## src/rtl/approx_log_divider.sv

```systemverilog
// Signed 8-bit Mitchell-logarithm divider producing a Q8.8 quotient.
// Four-step pipeline walk (convert, subtract, antilog, present) behind valid/ready handshakes.
`timescale 1ns/1ps

module approx_log_divider #(
    parameter bit SAT_EN = 1'b1
) (
    input  logic        clk,
    input  logic        rst_n,
    input  logic        in_valid,
    output logic        in_ready,
    input  logic [7:0]  A,
    input  logic [7:0]  B,
    output logic        out_valid,
    input  logic        out_ready,
    output logic [15:0] Q,
    output logic        dbz,
    output logic        sat
);

    typedef enum logic [2:0] {IDLE, CONV, SUB, ANTI, DONE} state_t;

    state_t state, state_next;

    logic [7:0]  a_r, b_r;
    logic [9:0]  log_a, log_b;
    logic        za, zb, sign_r;
    logic [10:0] d_r;

    logic [7:0]  a_abs, b_abs;
    logic [4:0]  s;
    logic [4:0]  rsh;
    logic [7:0]  m;
    logic [16:0] mag, mag_neg;
    logic [15:0] q_calc;
    logic        dbz_calc, sat_calc;

    // Log of an unsigned value: integer part is the leading-one position,
    // fraction is the bits below it left-justified into 7 bits.
    function automatic logic [9:0] mitchell_log(input logic [7:0] v);
        logic [2:0] k;
        logic [7:0] norm;
        k = 3'd0;
        for (int i = 0; i < 8; i++) begin
            if (v[i]) k = 3'(i);
        end
        norm = v << (3'd7 - k);
        return {k, norm[6:0]};
    endfunction

    assign in_ready  = (state == IDLE);
    assign out_valid = (state == DONE);

    always_ff @(posedge clk or negedge rst_n) begin
        if (!rst_n) state <= IDLE;
        else        state <= state_next;
    end

    always_comb begin
        state_next = state;
        case (state)
            IDLE:    if (in_valid) state_next = CONV;
            CONV:    state_next = SUB;
            SUB:     state_next = ANTI;
            ANTI:    state_next = DONE;
            DONE:    if (out_ready) state_next = IDLE;
            default: state_next = IDLE;
        endcase
    end

    // |-128| wraps to 0x80, which reads correctly as unsigned 128.
    assign a_abs = a_r[7] ? 8'(~a_r + 8'd1) : a_r;
    assign b_abs = b_r[7] ? 8'(~b_r + 8'd1) : b_r;

    always_comb begin
        s        = {d_r[10], d_r[10:7]} + 5'd1;
        m        = {1'b1, d_r[6:0]};
        rsh      = 5'd0;
        mag      = {9'd0, m} << s[3:0];
        if (s[4]) begin
            rsh = ~s + 5'd1;
            mag = {9'd0, m} >> rsh[2:0];
        end
        mag_neg  = ~mag + 17'd1;
        q_calc   = mag[15:0];
        dbz_calc = 1'b0;
        sat_calc = 1'b0;
        if (zb) begin
            dbz_calc = 1'b1;
            if (za)          q_calc = 16'h0000;
            else if (sign_r) q_calc = 16'h8000;
            else             q_calc = 16'h7FFF;
        end else if (za) begin
            q_calc = 16'h0000;
        end else if (sign_r) begin
            q_calc = mag_neg[15:0];
        end else if (mag > 17'd32767) begin
            sat_calc = 1'b1;
            q_calc   = SAT_EN ? 16'h7FFF : mag[15:0];
        end
    end

    always_ff @(posedge clk or negedge rst_n) begin
        if (!rst_n) begin
            a_r    <= '0;
            b_r    <= '0;
            log_a  <= '0;
            log_b  <= '0;
            za     <= 1'b0;
            zb     <= 1'b0;
            sign_r <= 1'b0;
            d_r    <= '0;
            Q      <= '0;
            dbz    <= 1'b0;
            sat    <= 1'b0;
        end else begin
            case (state)
                IDLE: begin
                    if (in_valid) begin
                        a_r <= A;
                        b_r <= B;
                    end
                end
                CONV: begin
                    log_a  <= mitchell_log(a_abs);
                    log_b  <= mitchell_log(b_abs);
                    za     <= (a_r == 8'd0);
                    zb     <= (b_r == 8'd0);
                    sign_r <= a_r[7] ^ b_r[7];
                end
                SUB: begin
                    d_r <= {1'b0, log_a} - {1'b0, log_b};
                end
                ANTI: begin
                    Q   <= q_calc;
                    dbz <= dbz_calc;
                    sat <= sat_calc;
                end
                default: ;
            endcase
        end
    end

endmodule

```

## config.mk

```make
export PLATFORM = sky130hd
export DESIGN_NAME = approx_log_divider
export DESIGN_NICKNAME = d
export VERILOG_FILES = /design/src/rtl/approx_log_divider.sv
export SDC_FILE = /design/constraint.sdc
export NUM_CORES = 1
export LEC_CHECK = 0
export BUFFER_PORTS_ARGS = -buffer_cell sky130_fd_sc_hd__buf_2
export CORE_ASPECT_RATIO = 0.75
export CORE_MARGIN = 3
export CORE_UTILIZATION = 38
export DETAILED_ROUTE_END_ITERATION = 8
export PLACE_DENSITY = 0.54
export SYNTH_ARGS = -nofsm -noshare
export SYNTH_HDL_FRONTEND = slang
export SYNTH_SLANG_ARGS = --single-unit
```

## constraint.sdc

```tcl
create_clock -name clk -period 5.49 [get_ports clk]
set_input_delay 0.2745 -clock clk [delete_from_list [all_inputs] [get_ports clk]]
set_output_delay 0.2745 -clock clk [all_outputs]
set_load 0.02 [all_outputs]
```

* Yosys cells after proc, flatten, opt, wreduce, memory -nomap -nowiden *
Index checks and enable logic that the tools add are counted.

cells by class
  add/sub/neg operators = 8
  $lt $le $gt $ge = 1
  equality and inequality tests = 6
  shift-type cells = 4
  multiplexer cells = 33
  bitwise logic cells = 5
  reductions and logical operators = 5

operators with widths
  kind                                                  count
  two-way mux 16 bit                                    6
  two-way mux 3 bit                                     16
  > comparator 17 x 15 -> 1 bit, second input constant  1
  two-way mux 17 bit                                    1
  left shift 8 x 4 -> 17 bit                            1
  >> shifter 8 x 3 -> 17 bit                            1
  adder 16 x 1 -> 16 bit, second input constant         1
  adder 8 x 1 -> 8 bit, second input constant           2
  zero test 8 bit                                       2
  two-way mux 8 bit                                     2
  NOT 16 bit                                            1
  NOT 8 bit                                             2
  left shift 8 x 3 -> 7 bit                             2
  one-hot mux 3 bit (5 select lines)                    1
  subtractor 10 x 10 -> 11 bit                          1
  two-way mux 1 bit                                     7
  equality test 3 x 2 -> 1 bit, second input constant   2
  subtractor 3 bit, first input constant                2
  adder 4 x 2 -> 5 bit, second input constant           1
  AND reduction 2 bit                                   2
  adder 3 x 1 -> 3 bit, second input constant           1
  equality test 3 x 1 -> 1 bit, second input constant   1
  equality test 3 bit, second input constant            1
  zero test 3 bit                                       1
  4 further kinds                                       4

word-level totals
  bits in registers = 71
  input port bits = 20

* Longest topological paths before layout *
  depth in word-level cells = 13
  gate-level depth with buffers = 14
  mapped depth without buffers = 11

* Least setup slack after synthesis *
OpenSTA, ideal clock, no wires.

  path type = reg2reg
  start point = register d_r[7]
  end point = register Q[12]
  setup time = 0.104 ns
  arrival = 3.162 ns
  setup slack = 2.224 ns
  cell stages (with the launch flop) = 15
  path through = dfrtp_1 -> buf_4 -> inv_1 -> ha_1 -> buf_6 -> buf_12 -> mux2i_1 -> mux4_2 -> o32ai_1 -> inv_1 -> ha_1 -> nand3_1 -> or4b_1 -> xnor2_1 -> a221oi_1

between the ends
  word-level cells in the longest chain between the ends = 10

ends and longest elaborated chain
  item                                                          RTL line  source
  start: declaration                                            28        logic [10:0] d_r;
  start signal: assignment                                      132       d_r <= {1'b0, log_a} - {1'b0, log_b};
  adder 4 x 2 -> 5 bit (*)                                      76        s = {d_r[10], d_r[10:7]} + 5'd1;
  NOT 3 bit                                                     81        rsh = ~s + 5'd1;
  adder 3 x 1 -> 3 bit                                          81
  >> shifter 8 x 3 -> 17 bit                                    82        mag = {9'd0, m} >> rsh[2:0];
  two-way mux 17 bit (*)                                        80        if (s[4]) begin
  > comparator 17 x 15 -> 1 bit or NOT 16 bit (tied branches)   97, 84
  two-way mux 16 bit or adder 16 x 1 -> 16 bit (tied branches)  97, 84
  two-way mux 16 bit (*)                                        95        end else if (sign_r) begin
  two-way mux 16 bit (*)                                        93        end else if (za) begin
  two-way mux 16 bit (*)                                        88        if (zb) begin
  end signal: assignment                                        135       Q <= q_calc;
  end: declaration                                              16        output logic [15:0] Q,

Mark *: on every way between the ends. The rest lies on a longest branch, timed or not.
A chain may end at the register's enable or synchronous reset.

* Worst setup path in the final report *
  start point = register d_r[8]
  end point = register Q[12]

The elaborated chain is that of the path after synthesis.

==> impl_results.md <==
* Post-cts gate resize count at 0
* # setup viols final at 0
* Vias in the first global route at 4,047
* Top FF cell, synth: dfrtp_1
* Multi-input logic area at 0.00320 sq mm
* Top cells by area, synth: dfrtp_1, nand2_1, o21ai_0, ha_1, mux2i_1
* GRT overflow at 0
* Worst clock skew at 0.00435 ns
* Post-DR vias/cell at 5.60
* Maximum root-to-sink buffer count at 2
* CTS Sinks at 71
* Mapped Cells at 593
* Area delta synth->final at 12.5%
* Max-slew violations at 0
* Final period demand of the worst path at slightly below 4 ns
* Ys async rst share at 100%
* # nets final at 656
* Fill cell count at 1,307
* Post-synthesis sequential area ratio at between 30% and 40%
* Post-route ant nets at 0
* FF-to-FF setup slack at 1.57 ns
* Synth Area per Inst at approximately 8.9 sq um
* Reg-to-Reg End: Q[12]$_DFFE_PN0P_
* EDFF count, synth at 0
* Max-Cap Viols at 0
* Wire per inst at 16.5 um
* #FFs+latches synth at between 70 and 80
* Detailed-route via count at roughly 4,400
* Starting Density at 39.7%
* Routed Wire Length at around 13,000 um
* IO Pins at 40
* Largest net degree at the start of global routing at 72
* Initial antenna violation count at 0
* Die area at 0.0153 sq mm
* Yosys warns at 0
* Share of the synthesized area in the top cell type at 33.8%
* Commonest non-fill, non-tap cell in the layout: dfrtp_1
* Non-filler cells, final at 794
* DR iter-0 viols at 248
* Crit-path max cell delay at 1.03 ns
* Gr usage total at roughly 18%
* CTS tree: done
* Syn_nets at roughly 630
* Reg-to-Reg Start: d_r[8]$_DFFE_PN0N_
* Wire length of the first global-routing pass at 22,000 um
* Register area at around 0.0018 sq mm
* Relative slew margins at 18.6%
* Synthesized cell area at 0.00526 sq mm
* Clk_lat worst skew at 0.34 ns
* Hold Buf Count CTS at 0
* WP data arrival at 4.15 ns
* Fin Setup TNS at 0 ns
* Run status: completed
* Synth area leader: dfrtp_1
* DP Worst Slack at 1.61 ns
* Die Ht at 108 um
* Number of diodes at 0
* Data required time of the critical path at 5.72 ns
* Fin worst setup slack at 1.57 ns
* Max Fclk at 0.255 GHz
* DIE WIDTH at between 100 and 150 um
* RSZ-0062 raised after global routing: no
* Worst-path clk slew at 0.06 ns
* Crit. End Element: flop
* Post-CTS setup buffer count at 0
* Post-synth cell types at 83
* Htree depth at 3
* Most frequent cells in the layout: dfrtp_1, nand2_1, o21ai_0
* Crit share post-route at a little under three quarters
* Core region area at 0.0132 sq mm
* Min Hold Slack at 0.132 ns
* Cells after DPL at 778
* Setup crit start: d_r[8]$_DFFE_PN0N_
* Hold Crit Class: primary input to asynchronous set/reset pin
* Clk root buf: clkbuf_16
* Rows at 36
* Worst Reg-to-Reg Cells at 10
* GP Congestion at 0.897
* Critical-path cell list: ha_1 -> mux2i_1 -> mux4_2 -> o32ai_1 -> inv_1 -> ha_1 -> nand3_1 -> or4b_1 -> xnor2_1 -> a221oi_1
* Post-DP HPWL at 9790 um
* DRC at 0
* Crit Path Category: flop to flop
* CP max stage cell: ha_1
* Critical Path Most Common Cell: ha_1
* Worst slew pin tran at roughly 1.2 ns
* Layout cells sized above 1 at 16.2%
* Max FO, Critical Path at 30
* Detailed Routing Iterations Pass 1 at 5
* CP endpoint: Q[12]$_DFFE_PN0P_
* Startpoint Class: flop
* Number of port buffers at 39
* Num CTS Buffers at 9
* Hold Vio Cnt, Final at 0
==> synth_stat cells (4+ instances only) <==
cell and count:
nor2b_1 5, nor3_1 16, o22ai_1 4, clkbuf_1 21, o21a_1 10, and3_1 4, nand4_1 6, nand2b_1 9
nor2_1 41, xor2_1 13, o21ai_0 47, nand2_1 66, o31ai_1 8, and2_1 5, a31oi_1 5, inv_1 33
o22a_1 4, mux4_2 6, nor3b_1 9, buf_2 4, a21oi_1 25, nand3_1 14, ha_1 17, mux2_2 15
mux2i_1 19, xnor2_1 14, a21o_1 9, dfrtp_1 71, a21boi_0 6, o21ai_1 5, a221oi_1 6, o211ai_1 4
==> area by class of cell <==
| class | count | share of cell area (%) |
|---|---|---|
| multi-input cells | 459 | 54.2 |
| flip-flops and latches | 71 | 30.0 |
| repair buffers | 44 | 3.94 |
| clock buffers | 10 | 3.87 |
| well taps | 171 | 3.62 |
| clock inverters | 6 | 2.24 |
| inverters | 33 | 2.09 |
==> through the flow <==
stage	util (%)	cell area [sq um]
3_5_place_dp	41.9	5550
2_1_floorplan	-	5260
3_3_place_gp	41.9	5550
6_report	44.7	5910
4_1_cts	44.7	5910
5_1_grt	44.7	5910
==> worst min path at each step <==
stage,start,endpoint,slack [ns],depth (start not counted)
6_report,rst_n,Q[11]$_DFFE_PN0P_,0.13,2
4_1_cts,B[1],b_r[1]$_DFFE_PN0P_,0.12,3
5_1_grt,in_valid,state[0]$_DFFE_PN0P_,0.14,2
3_3_place_gp,sat$_DFFE_PN0P_,sat$_DFFE_PN0P_,0.45,2
3_5_place_dp,sat$_DFFE_PN0P_,sat$_DFFE_PN0P_,0.46,2
2_1_floorplan,rst_n,Q[0]$_DFFE_PN0P_,-0.02,0
==> registers in the layout, indices dropped and copies added, names as in the netlist <==
| register | cells |
|---|---|
| sat | 1 |
| state | 3 |
| dbz | 1 |
| za | 1 |
| b_r | 8 |
| d_r | 11 |
| zb | 1 |
| sign_r | 1 |
| log_a | 10 |
| log_b | 10 |
| a_r | 8 |
| Q | 16 |
==> metal layers <==
layer | GRT usage [%] | vias up | part of all wire [%]
met3 | 3.42 | 10 | 4.1
met1 | 29.5 | 2125 | 56
met4 | 4.93 | 0 | 0.90
met2 | 23.0 | 89 | 39
met5 | 0 | - | 0
li1 | - | 2221 | -
==> kinds of logic (layout without fill, tap and decap cells) <==
group           after synthesis  count (layout)  synth area share (%)
xor+xnor                     28              28                  4.81
flops                        71              71                  33.8
fa+ha+maj                    18              18                  4.43
buf+inv                      63              93                  5.26
mux                          41              41                  9.66
simple gates                201             201                  19.3
compound gates              171             171                  22.7
==> critical path, delay by kind of cell, from the launching register on <==
family / cells / cell delay [ns]
simple gates: 2 / 0.76
compound gates: 2 / 0.41
fa+ha+maj: 2 / 1.26
flops: 1 / 0.47
mux: 2 / 0.65
buf+inv: 1 / 0.10
xor+xnor: 1 / 0.14
Power is not shown: default switching activity piles up to over one toggle a cycle in this logic, so the estimate is an artifact.
